## config.mk

```make
export PLATFORM = sky130hd
export DESIGN_NAME = uart_digit_shift_ctrl_flat
export DESIGN_NICKNAME = d
export VERILOG_FILES = /design/src/rtl/uart_digit_shift_ctrl_if.sv /design/src/rtl/uart_digit_shift_ctrl.sv /design/src/flat_wrapper.sv
export SDC_FILE = /design/constraint.sdc
export NUM_CORES = 1
export LEC_CHECK = 0
export BUFFER_PORTS_ARGS = -buffer_cell sky130_fd_sc_hd__buf_4
export CAP_MARGIN = 15
export CORE_ASPECT_RATIO = 1.4
export CORE_MARGIN = 2
export CORE_UTILIZATION = 50
export CTS_CLUSTER_DIAMETER = 50
export CTS_CLUSTER_SIZE = 14
export DETAILED_ROUTE_END_ITERATION = 8
export PLACE_DENSITY = 0.69
export REMOVE_ABC_BUFFERS = 1
export SLEW_MARGIN = 30
export SYNTH_ARGS = -nofsm -noshare
export SYNTH_HDL_FRONTEND = slang
export SYNTH_SLANG_ARGS = --single-unit
```

## constraint.sdc

```tcl
create_clock -name clk -period 4.4 [get_ports clk]
set_input_delay 0.22 -clock clk [delete_from_list [all_inputs] [get_ports clk]]
set_output_delay 0.22 -clock clk [all_outputs]
set_load 0.02 [all_outputs]
```

## src/rtl/uart_digit_shift_ctrl_if.sv

```systemverilog
// Bundles the UART byte strobe and the 7-seg shift-register drive.
// Pure signal container, no logic and no latency.
// No backpressure: rx_valid is a one-cycle strobe; overflow reports drops.
interface uart_digit_shift_ctrl_if;
    logic [7:0] rx_data;
    logic       rx_valid;
    logic [3:0] digit_data;
    logic       shift_clk;
    logic       busy;
    logic       fifo_full;
    logic       overflow;

    // Source side: drives received bytes, observes the shift-register drive.
    modport master (
        output rx_data, rx_valid,
        input  digit_data, shift_clk, busy, fifo_full, overflow
    );

    // Sequencer side.
    modport slave (
        input  rx_data, rx_valid,
        output digit_data, shift_clk, busy, fifo_full, overflow
    );
endinterface

```

## src/rtl/uart_digit_shift_ctrl.sv

```systemverilog
// Decodes UART ASCII to digit codes, buffers them, and paces shift_clk toggles to the 7-seg shift register.
// Latency: byte sampled at E0, digit_data at E0+1, toggle at E0+1+SETUP_CYCLES, next pop SETUP+SETTLE+1 later.
// No backpressure: a byte that finds no FIFO room is dropped and sets sticky overflow. Option macro: DIGIT_SHIFT_HEX_EN.
module uart_digit_shift_ctrl #(
    parameter int FIFO_DEPTH    = 4,
    parameter int SETUP_CYCLES  = 4,
    parameter int SETTLE_CYCLES = 128
) (
    input  logic                     clk,
    input  logic                     rst,
    uart_digit_shift_ctrl_if.slave   bus
);
    localparam int AW = $clog2(FIFO_DEPTH);
    localparam int CW = AW + 1;
    localparam logic [7:0] SETUP_LAST  = 8'(SETUP_CYCLES - 1);
    localparam logic [7:0] SETTLE_LAST = 8'(SETTLE_CYCLES - 1);

    typedef enum logic [1:0] {IDLE, SETUP, HOLD} state_t;

    state_t         state_q, state_d;
    logic [7:0]     cnt_q, cnt_d;
    logic [3:0]     digit_q, digit_d;
    logic           shift_q, shift_d;
    logic           busy_q, busy_d;
    logic           full_q, full_d;
    logic           ovf_q, ovf_d;

    logic [3:0]     mem_q [FIFO_DEPTH];
    logic [AW-1:0]  wr_ptr_q, wr_ptr_d;
    logic [AW-1:0]  rd_ptr_q, rd_ptr_d;
    logic [CW-1:0]  count_q, count_d;

    logic           is_digit, is_clear;
    logic [3:0]     code;
    logic           pop;
    logic [CW-1:0]  free;
    logic           push_one, push_two, drop;

    // Classify the received byte: single digit, clear (two zero entries), or ignored.
    always_comb begin
        is_digit = 1'b0;
        is_clear = 1'b0;
        code     = 4'd0;
        if (bus.rx_valid) begin
            if (bus.rx_data >= 8'h30 && bus.rx_data <= 8'h39) begin
                is_digit = 1'b1;
                code     = bus.rx_data[3:0];
            end
`ifdef DIGIT_SHIFT_HEX_EN
            else if ((bus.rx_data >= 8'h41 && bus.rx_data <= 8'h46) ||
                     (bus.rx_data >= 8'h61 && bus.rx_data <= 8'h66)) begin
                is_digit = 1'b1;
                code     = bus.rx_data[3:0] + 4'd9;
            end else if (bus.rx_data == 8'h1B) begin
                is_clear = 1'b1;
            end
`else
            else if (bus.rx_data == 8'h58 || bus.rx_data == 8'h78) begin
                is_clear = 1'b1;
            end
`endif
        end
    end

    // FIFO admission: a same-cycle pop frees a slot for this cycle's push.
    always_comb begin
        free     = CW'(FIFO_DEPTH) - count_q + CW'(pop);
        push_one = is_digit && (free >= CW'(1));
        push_two = is_clear && (free >= CW'(2));
        drop     = (is_digit && !push_one) || (is_clear && !push_two);
        wr_ptr_d = wr_ptr_q;
        if (push_one) wr_ptr_d = wr_ptr_q + AW'(1);
        if (push_two) wr_ptr_d = wr_ptr_q + AW'(2);
        rd_ptr_d = pop ? rd_ptr_q + AW'(1) : rd_ptr_q;
        count_d  = count_q + CW'(push_one) + (push_two ? CW'(2) : CW'(0)) - CW'(pop);
        ovf_d    = ovf_q | drop;
        busy_d   = (state_d != IDLE) || (count_d != '0);
        full_d   = (count_d == CW'(FIFO_DEPTH));
    end

    // FIFO storage needs no reset; occupancy is tracked by count/pointers.
    always_ff @(posedge clk) begin
        if (push_one) mem_q[wr_ptr_q] <= code;
        if (push_two) begin
            mem_q[wr_ptr_q]          <= 4'd0;
            mem_q[wr_ptr_q + AW'(1)] <= 4'd0;
        end
    end

    // State and control registers; reset abandons any pending toggle.
    always_ff @(posedge clk or negedge rst) begin
        if (!rst) begin
            state_q  <= IDLE;
            cnt_q    <= 8'd0;
            digit_q  <= 4'd0;
            shift_q  <= 1'b0;
            busy_q   <= 1'b0;
            full_q   <= 1'b0;
            ovf_q    <= 1'b0;
            wr_ptr_q <= '0;
            rd_ptr_q <= '0;
            count_q  <= '0;
        end else begin
            state_q  <= state_d;
            cnt_q    <= cnt_d;
            digit_q  <= digit_d;
            shift_q  <= shift_d;
            busy_q   <= busy_d;
            full_q   <= full_d;
            ovf_q    <= ovf_d;
            wr_ptr_q <= wr_ptr_d;
            rd_ptr_q <= rd_ptr_d;
            count_q  <= count_d;
        end
    end

    // Next-state: pop when data waits, wait out setup, then the downstream settle window.
    always_comb begin
        state_d = state_q;
        case (state_q)
            IDLE:    if (count_q != '0)        state_d = SETUP;
            SETUP:   if (cnt_q == SETUP_LAST)  state_d = HOLD;
            HOLD:    if (cnt_q == SETTLE_LAST) state_d = IDLE;
            default:                           state_d = IDLE;
        endcase
    end

    // Per-state actions: pop/load digit, run the spacing counter, toggle shift_clk.
    always_comb begin
        pop     = 1'b0;
        cnt_d   = cnt_q;
        digit_d = digit_q;
        shift_d = shift_q;
        case (state_q)
            IDLE: begin
                if (count_q != '0) begin
                    pop     = 1'b1;
                    digit_d = mem_q[rd_ptr_q];
                    cnt_d   = 8'd0;
                end
            end
            SETUP: begin
                if (cnt_q == SETUP_LAST) begin
                    shift_d = ~shift_q;
                    cnt_d   = 8'd0;
                end else begin
                    cnt_d = cnt_q + 8'd1;
                end
            end
            HOLD: begin
                if (cnt_q == SETTLE_LAST) cnt_d = 8'd0;
                else                      cnt_d = cnt_q + 8'd1;
            end
            default: ;
        endcase
    end

    assign bus.digit_data = digit_q;
    assign bus.shift_clk  = shift_q;
    assign bus.busy       = busy_q;
    assign bus.fifo_full  = full_q;
    assign bus.overflow   = ovf_q;
endmodule
```

## src/flat_wrapper.sv

```systemverilog
// flat-port wrapper written by rule: the top's interface ports become plain ports
module uart_digit_shift_ctrl_flat 
#(
    parameter int FIFO_DEPTH    = 4,
    parameter int SETUP_CYCLES  = 4,
    parameter int SETTLE_CYCLES = 128
)
  (clk, rst, bus_rx_data, bus_rx_valid, bus_digit_data, bus_shift_clk, bus_busy, bus_fifo_full, bus_overflow);
  uart_digit_shift_ctrl_if bus_i ();
  input  logic clk;
  input  logic rst;
  input wire logic [$bits(bus_i.rx_data)-1:0] bus_rx_data;
  input wire logic [$bits(bus_i.rx_valid)-1:0] bus_rx_valid;
  output wire logic [$bits(bus_i.digit_data)-1:0] bus_digit_data;
  output wire logic [$bits(bus_i.shift_clk)-1:0] bus_shift_clk;
  output wire logic [$bits(bus_i.busy)-1:0] bus_busy;
  output wire logic [$bits(bus_i.fifo_full)-1:0] bus_fifo_full;
  output wire logic [$bits(bus_i.overflow)-1:0] bus_overflow;
  assign bus_i.rx_data = bus_rx_data;
  assign bus_i.rx_valid = bus_rx_valid;
  assign bus_digit_data = bus_i.digit_data;
  assign bus_shift_clk = bus_i.shift_clk;
  assign bus_busy = bus_i.busy;
  assign bus_fifo_full = bus_i.fifo_full;
  assign bus_overflow = bus_i.overflow;
  uart_digit_shift_ctrl #(.FIFO_DEPTH(FIFO_DEPTH), .SETUP_CYCLES(SETUP_CYCLES), .SETTLE_CYCLES(SETTLE_CYCLES)) u_core (.clk(clk), .rst(rst), .bus(bus_i));
endmodule
```

==> impl_metrics.yaml <==
run_status:
  outcome: "complete, no violations"
global_route:
  gr-total-overflow: 0
  grt.total_usage_pct: 20.5
  grt_pass1_vias: 1778
  grt_antenna_before_repair: 0
  grt_max_degree: 26
  grt_pass1_wl_um: 8080
timing:
  relSlewSlack_pct: 55.0
  rsz0062_at_grt: "no"
  maxSlewViolCount: 0
  fin_tns_setup_ns: 0
  hold_viol_final: 0
  min_period_ns: 3.64
  setup_violations: 0
  worst_slack_ns: 0.763
  tightest_slew_ns: 0.666
  finClkSkew_ns: 0.00861
  max_freq_mhz: 275
  period_share_pct: 82.7
routing:
  wire_per_inst_um: 14.6
  routed_wl_um: 4580
  dr_total_vias: 1718
  drc: 0
  postRouteAntennaNets: 0
  dr.pass1.iters: 4
  initialDrtViolationCount: 112
  vias_per_cell: 5.47
yosys:
  synthTopCellsByArea: "dfrtp_1 (27%), dfxtp_1 (14%), ha_1 (9.2%)"
  synthSimpleGateAreaFrac_pct: 12.9
  synth_compound_area_share_pct: 17.6
  yosysTopAreaCellShare_pct: 27.1
  ys_seq_elements: 41
  yosysWarnings: 0
  synth_most_common_cell: "nand2_1"
  syn_inst: 231
  synth_top_family_by_area: "compound AO/OA/AOI/OAI gates"
  synthFlopType: "dfrtp_1"
  synth_xor_area_share_pct: 3.04
  synth_area_per_cell_um2: 9.98
  synthMuxAreaShare_pct: 10.9
  seq_area_frac_synth_pct: 41.0
  synth_top_area_cell: "dfrtp_1"
  ys_async_sr_fraction_pct: 61.0
  yosys-top-cells-count: "nand2_1 (29), o21ai_0 (27), dfrtp_1 (25), inv_1 (19), ha_1 (17)"
  synth_edf_count: 0
  synth-adder-area-share_pct: 10.1
  synth.distinct_cells: 48
  netlist_area_um2: 2300
floorplan:
  die_y_um: 84.3
  die_area_um2: 5180
  die_w_um: 61.4
  start_util_pct: 51.2
  fp.coreArea_um2: 4500
  std_cell_rows: 29
  io_pins: 19
final_layout:
  n_antenna_cell: 0
  nNetsFinal: 280
  drive_above_1_share_pct: 15.5
  num-fill-cells: 434
  syn_to_final_growth_pct: 14.2
  final_area_um2: 2630
run:
  cap_violations: 0
clock_tree:
  cts_sinks: 41
  numCtsBuffers: 5
  cts.path.max_buffers: 2
  htree_num_levels: 2
  clk_pin_slew_worst_paths_ns: 0.08
  hold_buffers: 1
  cts_resized: 0
  postCtsSetupBuffers: 0
  cts_tree: "yes"
  clkLatencyLatePin_ns: 0.30
  clockRootBuffer: "clkbuf_8"
placed_design:
  post-place-ws_ns: 0.785
  dpl.hpwl_um: 3610
  io_buffers: 18
  post_dp_cell_area_um2: 2490
  gp_congestion: 0.867
worst_setup_path:
  worst_setup_path_start_kind: "flop"
  crit_type: "flop to flop"
  cp.required_ns: 4.58
  arrival_ns: 3.81
  cp-end-kind: "flop"
  crit_path_max_fanout: 8
worst_hold_path:
  hold_path_class: "input port to flop"
power:
  p_leak_nw: 1.21
  ir_drop_v: 0.000350
  powerDensity_nw_per_um2: 549
  total_power_mw: 1.45
[flip-flops by register name, indices dropped and copies added (netlist names), 2 cells and up]
signal,flops
u_core.wr_ptr_q,2
u_core.mem_q,16
u_core.rd_ptr_q,2
u_core.count_q,3
u_core.state_q,2
u_core.bus.digit_data,4
u_core.cnt_q,8
[placed cells by master (no fill, tap or decap), types with 2 or more instances in the layout]
| cell type | count |
|---|---|
| nand2_1 | 29 |
| o21ai_0 | 27 |
| dfrtp_1 | 25 |
| inv_1 | 19 |
| buf_4 | 19 |
| ha_1 | 17 |
| mux2i_1 | 16 |
| dfxtp_1 | 16 |
| xnor2_1 | 7 |
| nor2_1 | 7 |
| o211ai_1 | 7 |
| nand3_1 | 5 |
| o2111ai_1 | 5 |
| clkbuf_8 | 5 |
| mux4_2 | 4 |
| a21oi_1 | 3 |
| and2_1 | 2 |
| o31a_1 | 2 |
| nor4b_1 | 2 |
| or2_2 | 2 |
| nor3_1 | 2 |
| clkbuf_16 | 2 |
[layout make-up]
cell class / instances / area (um2) / share of cell area, %
multi-input combinational: 164 / 1260 / 47.8
sequential: 41 / 946 / 35.9
timing repair buffer: 20 / 153 / 5.80
clock buffer: 7 / 119 / 4.52
tap: 62 / 77.6 / 2.95
inverter: 19 / 71.3 / 2.71
clock inverter: 1 / 8.76 / 0.333
[metrics by stage]
stage               cells  utilization, %  hold WS, ns
floorplan             224               -      -0.0756
global placement      305            55.5        0.141
detailed placement    305            55.5        0.140
CTS                   314            58.5        0.286
global route          314            58.5        0.299
finish                314            58.5        0.277
[worst paths after layout]
check                                     startpoint                   end  slack (ns)  cells past startpoint
worst min-delay path                  bus_rx_data[3]    u_core.mem_q[1][3]        0.28                      3
max in group asynchronous                        rst     u_core.count_q[0]        3.81                      2
min in group asynchronous                        rst       u_core.cnt_q[6]        0.35                      2
worst max register to register     u_core.count_q[2]       u_core.bus.busy        0.76                     11
worst max-delay path               u_core.count_q[2]       u_core.bus.busy        0.76                     11
worst min register to register  u_core.bus.shift_clk  u_core.bus.shift_clk        0.48                      1
[worst max-delay path, stage by stage, from the launching register on]
cell       delay, ns
dfrtp_1         0.46
o31ai_2         0.58
ha_1            0.26
inv_1           0.05
ha_1            0.21
xor2_1          0.25
o2111ai_1       0.18
ha_1            0.31
inv_1           0.05
fa_1            0.49
a211oi_1        0.20
or4b_1          0.47
[logic make-up after synthesis]
family / Yosys count
xor gates and xnor gates: 8
buffers and inverters: 26
adders and majority gates: 18
muxes: 20
and+or+nand+nor: 59
DFF: 41
AOI/OAI and AO/OA: 59
[metal layers]
layer	vias up	track usage, %	routed length, um
met5	-	0	0
met4	0	7.74	55
met3	5	3.54	113
met2	31	35.1	2490
met1	814	24.9	1920
li1	868	-	-
[report_power, final]
part	internal [mW]	leakage (nW)	switching (mW)
registers	0.440	0.451	0.0832
clock network	0.183	0.0651	0.139
logic	0.231	0.695	0.371
total	0.853	1.21	0.593
No activity file was read; power rests on OpenSTA's default activity.
